## src/rtl/butterfly_r2_pipe.sv

```systemverilog
// butterfly_r2_pipe
//   Pipelined radix-2 DIT butterfly for a fixed-point complex FFT stage:
//     X = A + W*B,  Y = A - W*B
//   with optional conjugated twiddle (inverse FFT), optional divide-by-two
//   with round-half-up, saturation, and a sticky overflow flag.
//   The latency is 3 cycles and the throughput is one beat per cycle. A single
//   enable freezes the whole pipe when the output is stalled.
//
// Ports
//   clk, rst                 clock (rising edge), asynchronous active-high reset
//   in_valid / in_ready      input handshake (in_ready = pipe enable)
//   a_re, a_im, b_re, b_im   operands, signed Q1.(DW-1)
//   w_re, w_im               twiddle, signed Q1.(TW-1)
//   inv, scale               per-beat mode bits, travel with the beat
//   out_valid / out_ready    output handshake
//   x_re, x_im, y_re, y_im   results, signed Q1.(DW-1)
//   ovf, ovf_clr             sticky saturation flag and its synchronous clear
module butterfly_r2_pipe #(
  parameter int DW = 16,
  parameter int TW = 16
) (
  input  logic          clk,
  input  logic          rst,
  input  logic          in_valid,
  output logic          in_ready,
  input  logic [DW-1:0] a_re,
  input  logic [DW-1:0] a_im,
  input  logic [DW-1:0] b_re,
  input  logic [DW-1:0] b_im,
  input  logic [TW-1:0] w_re,
  input  logic [TW-1:0] w_im,
  input  logic          inv,
  input  logic          scale,
  output logic          out_valid,
  input  logic          out_ready,
  output logic [DW-1:0] x_re,
  output logic [DW-1:0] x_im,
  output logic [DW-1:0] y_re,
  output logic [DW-1:0] y_im,
  output logic          ovf,
  input  logic          ovf_clr
);

  localparam int PW = DW + TW;  // raw product width
  localparam int SW = PW + 1;   // complex-product sum width
  localparam int RW = DW + 1;   // rounded W*B width
  localparam int OW = DW + 2;   // butterfly sum width
  localparam logic signed [SW-1:0] RND = SW'(1) <<< (TW - 2);

  logic en;

  // Stage 1: raw partial products plus A and the mode bits.
  logic signed [PW-1:0] p_rr_d, p_ii_d, p_ir_d, p_ri_d;
  logic signed [PW-1:0] p_rr_q, p_ii_q, p_ir_q, p_ri_q;
  logic [1:0][DW-1:0]   a1_q;
  logic                 v1_q, inv1_q, scale1_q;

  // Stage 2: rounded complex product t = W*B (or conj(W)*B).
  logic signed [SW-1:0] sum_d [2];
  logic [1:0][RW-1:0]   t2_d, t2_q;
  logic [1:0]           sat2_lane;
  logic [1:0][DW-1:0]   a2_q;
  logic                 v2_q, scale2_q, sat2_q;

  // Stage 3: outputs, index 0 = x_re, 1 = x_im, 2 = y_re, 3 = y_im.
  logic [3:0][DW-1:0]   out_d, out_q;
  logic [3:0]           sat3_lane;
  logic                 v3_q, ovf_q, ovf_set;

  // A stalled output freezes every stage, so bubbles are never squeezed out.
  assign en       = !v3_q | out_ready;
  assign in_ready = en;

  assign p_rr_d = PW'($signed(b_re)) * PW'($signed(w_re));
  assign p_ii_d = PW'($signed(b_im)) * PW'($signed(w_im));
  assign p_ir_d = PW'($signed(b_im)) * PW'($signed(w_re));
  assign p_ri_d = PW'($signed(b_re)) * PW'($signed(w_im));

  // Conjugating W only flips the sign of the w_im terms.
  assign sum_d[0] = inv1_q ? (SW'(p_rr_q) + SW'(p_ii_q)) : (SW'(p_rr_q) - SW'(p_ii_q));
  assign sum_d[1] = inv1_q ? (SW'(p_ir_q) - SW'(p_ri_q)) : (SW'(p_ir_q) + SW'(p_ri_q));

  for (genvar gi = 0; gi < 2; gi++) begin : g_s2
    logic signed [SW-1:0] rnd, shf;
    assign rnd = sum_d[gi] + RND;
    assign shf = rnd >>> (TW - 1);
    // Only W = (-1,-1)-like corners can exceed DW+1 bits here.
    assign sat2_lane[gi] = (shf[SW-1:DW] != {(SW-DW){shf[SW-1]}});
    assign t2_d[gi] = sat2_lane[gi] ? {shf[SW-1], {DW{~shf[SW-1]}}} : shf[RW-1:0];
  end

  for (genvar gi = 0; gi < 4; gi++) begin : g_s3
    logic signed [OW-1:0] a_ext, t_ext, sum, scl;
    assign a_ext = OW'($signed(a2_q[gi % 2]));
    assign t_ext = OW'($signed(t2_q[gi % 2]));
    if (gi < 2) begin : g_add
      assign sum = a_ext + t_ext;
    end else begin : g_sub
      assign sum = a_ext - t_ext;
    end
    // Round half up before halving.
    assign scl = scale2_q ? ((sum + OW'(1)) >>> 1) : sum;
    assign sat3_lane[gi] = (scl[OW-1:DW-1] != {(OW-DW+1){scl[OW-1]}});
    assign out_d[gi] = sat3_lane[gi] ? {scl[OW-1], {(DW-1){~scl[OW-1]}}} : scl[DW-1:0];
  end

  always_ff @(posedge clk or posedge rst) begin
    if (rst) begin
      v1_q     <= 1'b0;
      inv1_q   <= 1'b0;
      scale1_q <= 1'b0;
      a1_q     <= '0;
      p_rr_q   <= '0;
      p_ii_q   <= '0;
      p_ir_q   <= '0;
      p_ri_q   <= '0;
      v2_q     <= 1'b0;
      scale2_q <= 1'b0;
      sat2_q   <= 1'b0;
      a2_q     <= '0;
      t2_q     <= '0;
      v3_q     <= 1'b0;
      out_q    <= '0;
    end else if (en) begin
      v1_q     <= in_valid;
      inv1_q   <= inv;
      scale1_q <= scale;
      a1_q     <= {a_im, a_re};
      p_rr_q   <= p_rr_d;
      p_ii_q   <= p_ii_d;
      p_ir_q   <= p_ir_d;
      p_ri_q   <= p_ri_d;
      v2_q     <= v1_q;
      scale2_q <= scale1_q;
      sat2_q   <= |sat2_lane;
      a2_q     <= a1_q;
      t2_q     <= t2_d;
      v3_q     <= v2_q;
      out_q    <= out_d;
    end
  end

  // Only a valid beat actually landing in the output register may set ovf.
  assign ovf_set = en & v2_q & (sat2_q | (|sat3_lane));

  always_ff @(posedge clk or posedge rst) begin
    if (rst) begin
      ovf_q <= 1'b0;
    end else begin
      ovf_q <= ovf_set | (ovf_q & ~ovf_clr);
    end
  end

  assign out_valid = v3_q;
  assign x_re      = out_q[0];
  assign x_im      = out_q[1];
  assign y_re      = out_q[2];
  assign y_im      = out_q[3];
  assign ovf       = ovf_q;

endmodule

```

## config.mk

```make
export PLATFORM = sky130hd
export DESIGN_NAME = butterfly_r2_pipe
export DESIGN_NICKNAME = d
export VERILOG_FILES = /design/src/rtl/butterfly_r2_pipe.sv
export SDC_FILE = /design/constraint.sdc
export NUM_CORES = 2
export LEC_CHECK = 0
export ABC_AREA = 1
export BUFFER_PORTS_ARGS = -buffer_cell sky130_fd_sc_hd__buf_4
export CAP_MARGIN = 20
export CORE_UTILIZATION = 45
export CTS_CLUSTER_SIZE = 40
export DETAILED_ROUTE_END_ITERATION = 8
export MAX_ROUTING_LAYER = met4
export PLACE_DENSITY = 0.67
export RECOVER_POWER = 100
export SETUP_SLACK_MARGIN = 0.3
export SYNTH_ARGS = -nofsm -noshare
export SYNTH_HDL_FRONTEND = slang
export SYNTH_SLANG_ARGS = --single-unit
```

## constraint.sdc

```tcl
create_clock -name clk -period 28.2 [get_ports clk]
set_input_delay 2.82 -clock clk [delete_from_list [all_inputs] [get_ports clk]]
set_output_delay 2.82 -clock clk [all_outputs]
set_load 0.1 [all_outputs]
```

[Word-level counts from Yosys, hierarchy flattened]
Index checks and enable logic that the tools add are counted.
Storage, ports and cells
  input bits: 103
  flip-flop bits (word level): 298
Cells by class
  equality and inequality tests: 6
  bitwise operators: 13
  muxes and demuxes: 12
  add/subtract/negate cells: 14
  reduce and logical (&&, ||, !) cells: 3
  $mul: 4
Operators by type and width (number)
  multiplier 16 x 16 -> 32 bit: 4
  adder 18 x 2 -> 18 bit (second input constant): 4
  2-to-1 mux 18 bit: 4
  adder 32 x 32 -> 33 bit: 2
  adder 33 x 16 -> 33 bit (second input constant): 2
  2-to-1 mux 33 bit: 2
  subtractor 32 x 32 -> 33 bit: 2
  2-to-1 mux 16 bit: 4
  adder 16 x 17 -> 18 bit: 2
  subtractor 16 x 17 -> 18 bit: 2
  2-to-1 mux 17 bit: 2
  != test 2 bit: 4
  inverter 1 bit: 7
  OR reduction 4 bit: 1
  AND 1 bit: 3
  bitwise OR 1 bit: 3
  != test 1 bit: 2
  OR reduction 2 bit: 1
  zero test 1 bit: 1

[Depth between registers and ports, before layout]
  depth after elaboration: 8
  depth in mapped cells: 37

[Worst setup path before layout]
Ideal clock, no wire load.
  kind: input to register
  start point: input port b_im[15]
  end point: register p_ii_q[31]
  setup time: 0.118 ns
  stages: 25
  setup slack: 19.720 ns
  arrival time: 8.362 ns
  data required time: 28.082 ns
  path through: clkbuf_1 -> nand2_1 -> fa_1 -> inv_1 -> fa_1 -> fa_1 -> fa_1 -> fa_1 -> inv_1 -> fa_1 -> inv_1 -> ha_1 -> nand2_1 -> nor2_1 -> and2_1 -> nand4_1 -> nand3_1 -> nand2_1 -> nand3_1 -> a21boi_0 -> o21bai_1 -> a21o_1 -> or2_2 -> nand3_1 -> nand2_1
On the way
  word-level cells in the longest chain between the ends: 1
RTL lines
  start: declaration: line 29  | input logic [DW-1:0] b_im,
  multiplier 16 x 16 -> 32 bit: line 75  | assign p_ii_d = PW'($signed(b_im)) * PW'($signed(w_im));
  end signal: assignment: line 130  | p_ii_q <= p_ii_d;
  end: declaration: line 54  | logic signed [PW-1:0] p_rr_q, p_ii_q, p_ir_q, p_ri_q;
No other way between the ends.
A chain may end at the register's enable or synchronous reset.

[Worst setup path in the final report]
  start point: input port out_ready
  end point: register out_q (netlist bit x_im[3])
On the way
  word-level cells in the longest chain between the ends: 1
RTL lines
  start: declaration: line 35  | input logic out_ready,
  bitwise OR 1 bit: line 71  | assign en = !v3_q | out_ready;
  end signal: assignment: line 139  | out_q <= out_d;
  end: declaration: line 66  | logic [3:0][DW-1:0] out_d, out_q;
No other way between the ends.

==> impl_metrics.toml <==
[status]
status = "complete, but fails checks"
violations = "design-rule violations, max-capacitance violations, max-slew violations"

[sta]
setup_tns_ns = 0
hold_violations = 0
slew_headroom_pct = -482
rsz0062_at_grt = "no"
min_period_ns = 12.89
slew_viol_final = 958
post-route-period-util_pct = 45.7
worst_pin_slew_ns = 8.73
layout_setup_ws_ns = 15.31
clock_skew_ns = 0.0527
setup_viol = 0
fmax_mhz = 77.6

[critical_path]
max_stage_delay_ns = 6.11
path_cells = "clkbuf_1 -> nor2_4 -> clkbuf_1 -> clkbuf_1 -> nor2_1 -> a21oi_1"
crit_top_cell = "clkbuf_1"
worst_ep_arrival_time_ns = 13.37
path_max_fanout = 180
crit_buf_inv = 3
worst_setup_path_start_kind = "primary input"
worstSetupEndpointType = "flop"
critPathSlowestCell = "clkbuf_1"
critical_path_class = "in2reg"
cp.required_ns = 28.68
cpLargestDelayFamily = "buffers and inverters"

[grt]
grt_util_all_layers_pct = 27.0
antenna_found_initial = 9
grt_pass1_wl_um = 305000
grt_max_degree = 181
grt-ovfl-total = 0
grt_pass1_vias = 56700

[drt]
dr.pass1.iters = 9
drc = 42
antenna_left = 0
vias_per_cell = 5.08
drt_iter0_drc = 4017
wl_um = 189000
wl_per_cell_um = 17.3
vias = 55500

[synthesis]
synth_enable_flop_cells = 0
yosys_register_bits = 298
synth_top_cells_by_area = "fa_1, nand2_1, inv_1"
synth_cell_types = 62
syn_area_um2 = 65300
synthArstFlopShare_pct = 100
synthCells = 9055
synthesis.area_per_instance_um2 = 7.22
ys_seq_area_share_pct = 11.4
synth_nets = 10700
synth_top_area_cell = "fa_1"
ys.warnings.count = 0
synth_top_area_share_pct = 32.2
synth-main-ff-cell = "dfrtp_1"

[placed_design]
hpwlAfterDp_um = 150000
portBuffers = 169
post-place-ws_ns = 18.69
place_area_um2 = 67900
globalplace.congestion = 0.960

[final_layout]
drive_gt1_share_pct = 4.08
area_delta_synth_final_pct = 5.59
design_area_um2 = 69000
fin_nets = 10600

[die]
rows = 139
fp.dieW_um = 383
die_y_um = 383
pin_count = 170
coreArea_um2 = 144000
initial_core_util_pct = 45.4
die_area_um2 = 147000

[run]
cap_violations = 12

[clocking]
cts_sinks = 298
clk_pin_slew_ns = 0.07
clock_latency_ns = 0.65
cts.hold.buffers_added = 0
post_cts_buffers = 0
cts_tree = "built"
cts_made_buffers = 42
cts-root-buf = "clkbuf_16"
cts-htree-levels = 2
ctsResizeCount = 0
clk_path_buf_depth = 3

[worst_hold_path]
hold_path_class = "reg2reg"
per-stage QoR:
| step | std cells | util (%) | hold slack (ns) |
|---|---|---|---|
| 2_1_floorplan | 9055 | - | 0.442 |
| 3_3_place_gp | 10800 | 47.2 | 0.456 |
| 3_5_place_dp | 10800 | 47.2 | 0.457 |
| 4_1_cts | 10900 | 48.2 | 0.474 |
| 5_1_grt | 10900 | 48.0 | 0.499 |
| 6_report | 10900 | 48.0 | 0.471 |
path summary, 6_finish.rpt:
kind / startpoint / end / slack (ns) / depth (start not counted)
max in group asynchronous: rst / p_ii_q[25] / 15.44 / 3
min in group asynchronous: rst / a1_q[23] / 3.57 / 2
worst max register to register: out_valid / x_im[3] / 17.19 / 6
worst max-delay path: out_ready / x_im[3] / 15.31 / 6
worst min-delay path: a1_q[3] / a2_q[3] / 0.47 / 2
worst min register to register: a1_q[3] / a2_q[3] / 0.47 / 2
layout by cell type, fill, tap and decap left out, types with 7 or more instances in the layout:
cell type  instances
nand3b_1          12
or2_2             65
o211ai_1          18
a31oi_1           40
o21bai_1          19
diode_2           10
nand3_2           14
dfrtp_1          297
inv_1           2260
inv_2             19
nor2_4            11
fa_1            1052
ha_1             466
o21ai_0          238
and2_1            19
o21ai_1            7
o22ai_1           11
nor3_1            56
clkbuf_16         42
clkbuf_1          83
a21oi_1          298
nor2_2            28
a21boi_0           7
o31ai_1            9
xor2_1           141
nor4_1            10
nand2_1         2611
nor2_1           456
nand2_2           30
nand3_1          321
xnor2_1           54
clkinv_4           8
a21o_1             7
buf_4            109
nand4_1          123
registers in the layout, summed over array words and instances, names as in the netlist:
| register | cells |
|---|---|
| a1_q | 32 |
| a2_q | 32 |
| g_s3.t_ext | 34 |
| inv1_q | 1 |
| out_valid | 1 |
| ovf | 1 |
| p_ii_q | 32 |
| p_ir_q | 32 |
| p_ri_q | 32 |
| p_rr_q | 32 |
| sat2_q | 1 |
| scale1_q | 1 |
| scale2_q | 1 |
| v1_q | 1 |
| v2_q | 1 |
| x_im | 16 |
| x_re | 16 |
| y_im | 16 |
| y_re | 16 |
area by class of cell:
| class | count | area [um2] |
|---|---|---|
| antenna | 10 | 25.0 |
| clock buffer | 48 | 1090 |
| clock inverter | 30 | 404 |
| fill | 14400 | 74800 |
| inverter | 2285 | 8580 |
| multi-input combinational | 6163 | 47900 |
| sequential | 298 | 7460 |
| tap | 1903 | 2380 |
| timing repair buffer | 189 | 1120 |
synthesized netlist by cell type (11+ instances only):
cell and count:
nand2_1 2611, inv_1 2262, fa_1 1052, ha_1 466
nor2_1 453, nand3_1 321, a21oi_1 298, dfrtp_1 298
clkbuf_1 258, o21ai_0 238, xor2_1 141, nand4_1 123
or2_2 65, nor3_1 56, xnor2_1 54, a31oi_1 40
nor2_2 31, nand2_2 30, and2_1 19, inv_2 19
o21bai_1 19, buf_4 15, buf_2 14, nand3_2 14
nand3b_1 12, nor2_4 11, o22ai_1 11
routing by layer:
metal  vias to the layer above  global-route usage [%]  wire length (um)
li1                      26500                       -                 -
met1                     27100                    35.2             82300
met2                      1558                    44.1             89000
met3                       260                    3.09             10700
met4                         0                    8.16              6410
met5                         -                       -                 0
worst min-delay path, stage by stage (launching register included):
cell	delay, ns
dfrtp_1	0.34
nand2_1	0.06
nand2_1	0.05
cells by family (layout without fill, tap and decap cells):
kind of cell / Yosys count / in the layout / synth area share, %
compound gates: 682 / 682 / 5.80
buf+inv: 2594 / 2552 / 15.1
xor+xnor: 196 / 196 / 2.64
other cells: 0 / 10 / 0
simple gates: 3767 / 3767 / 23.9
flops: 298 / 298 / 11.4
fa+ha+maj: 1518 / 1518 / 41.2
Power is not shown: default switching activity piles up to over one toggle a cycle in this logic, so the estimate is an artifact.
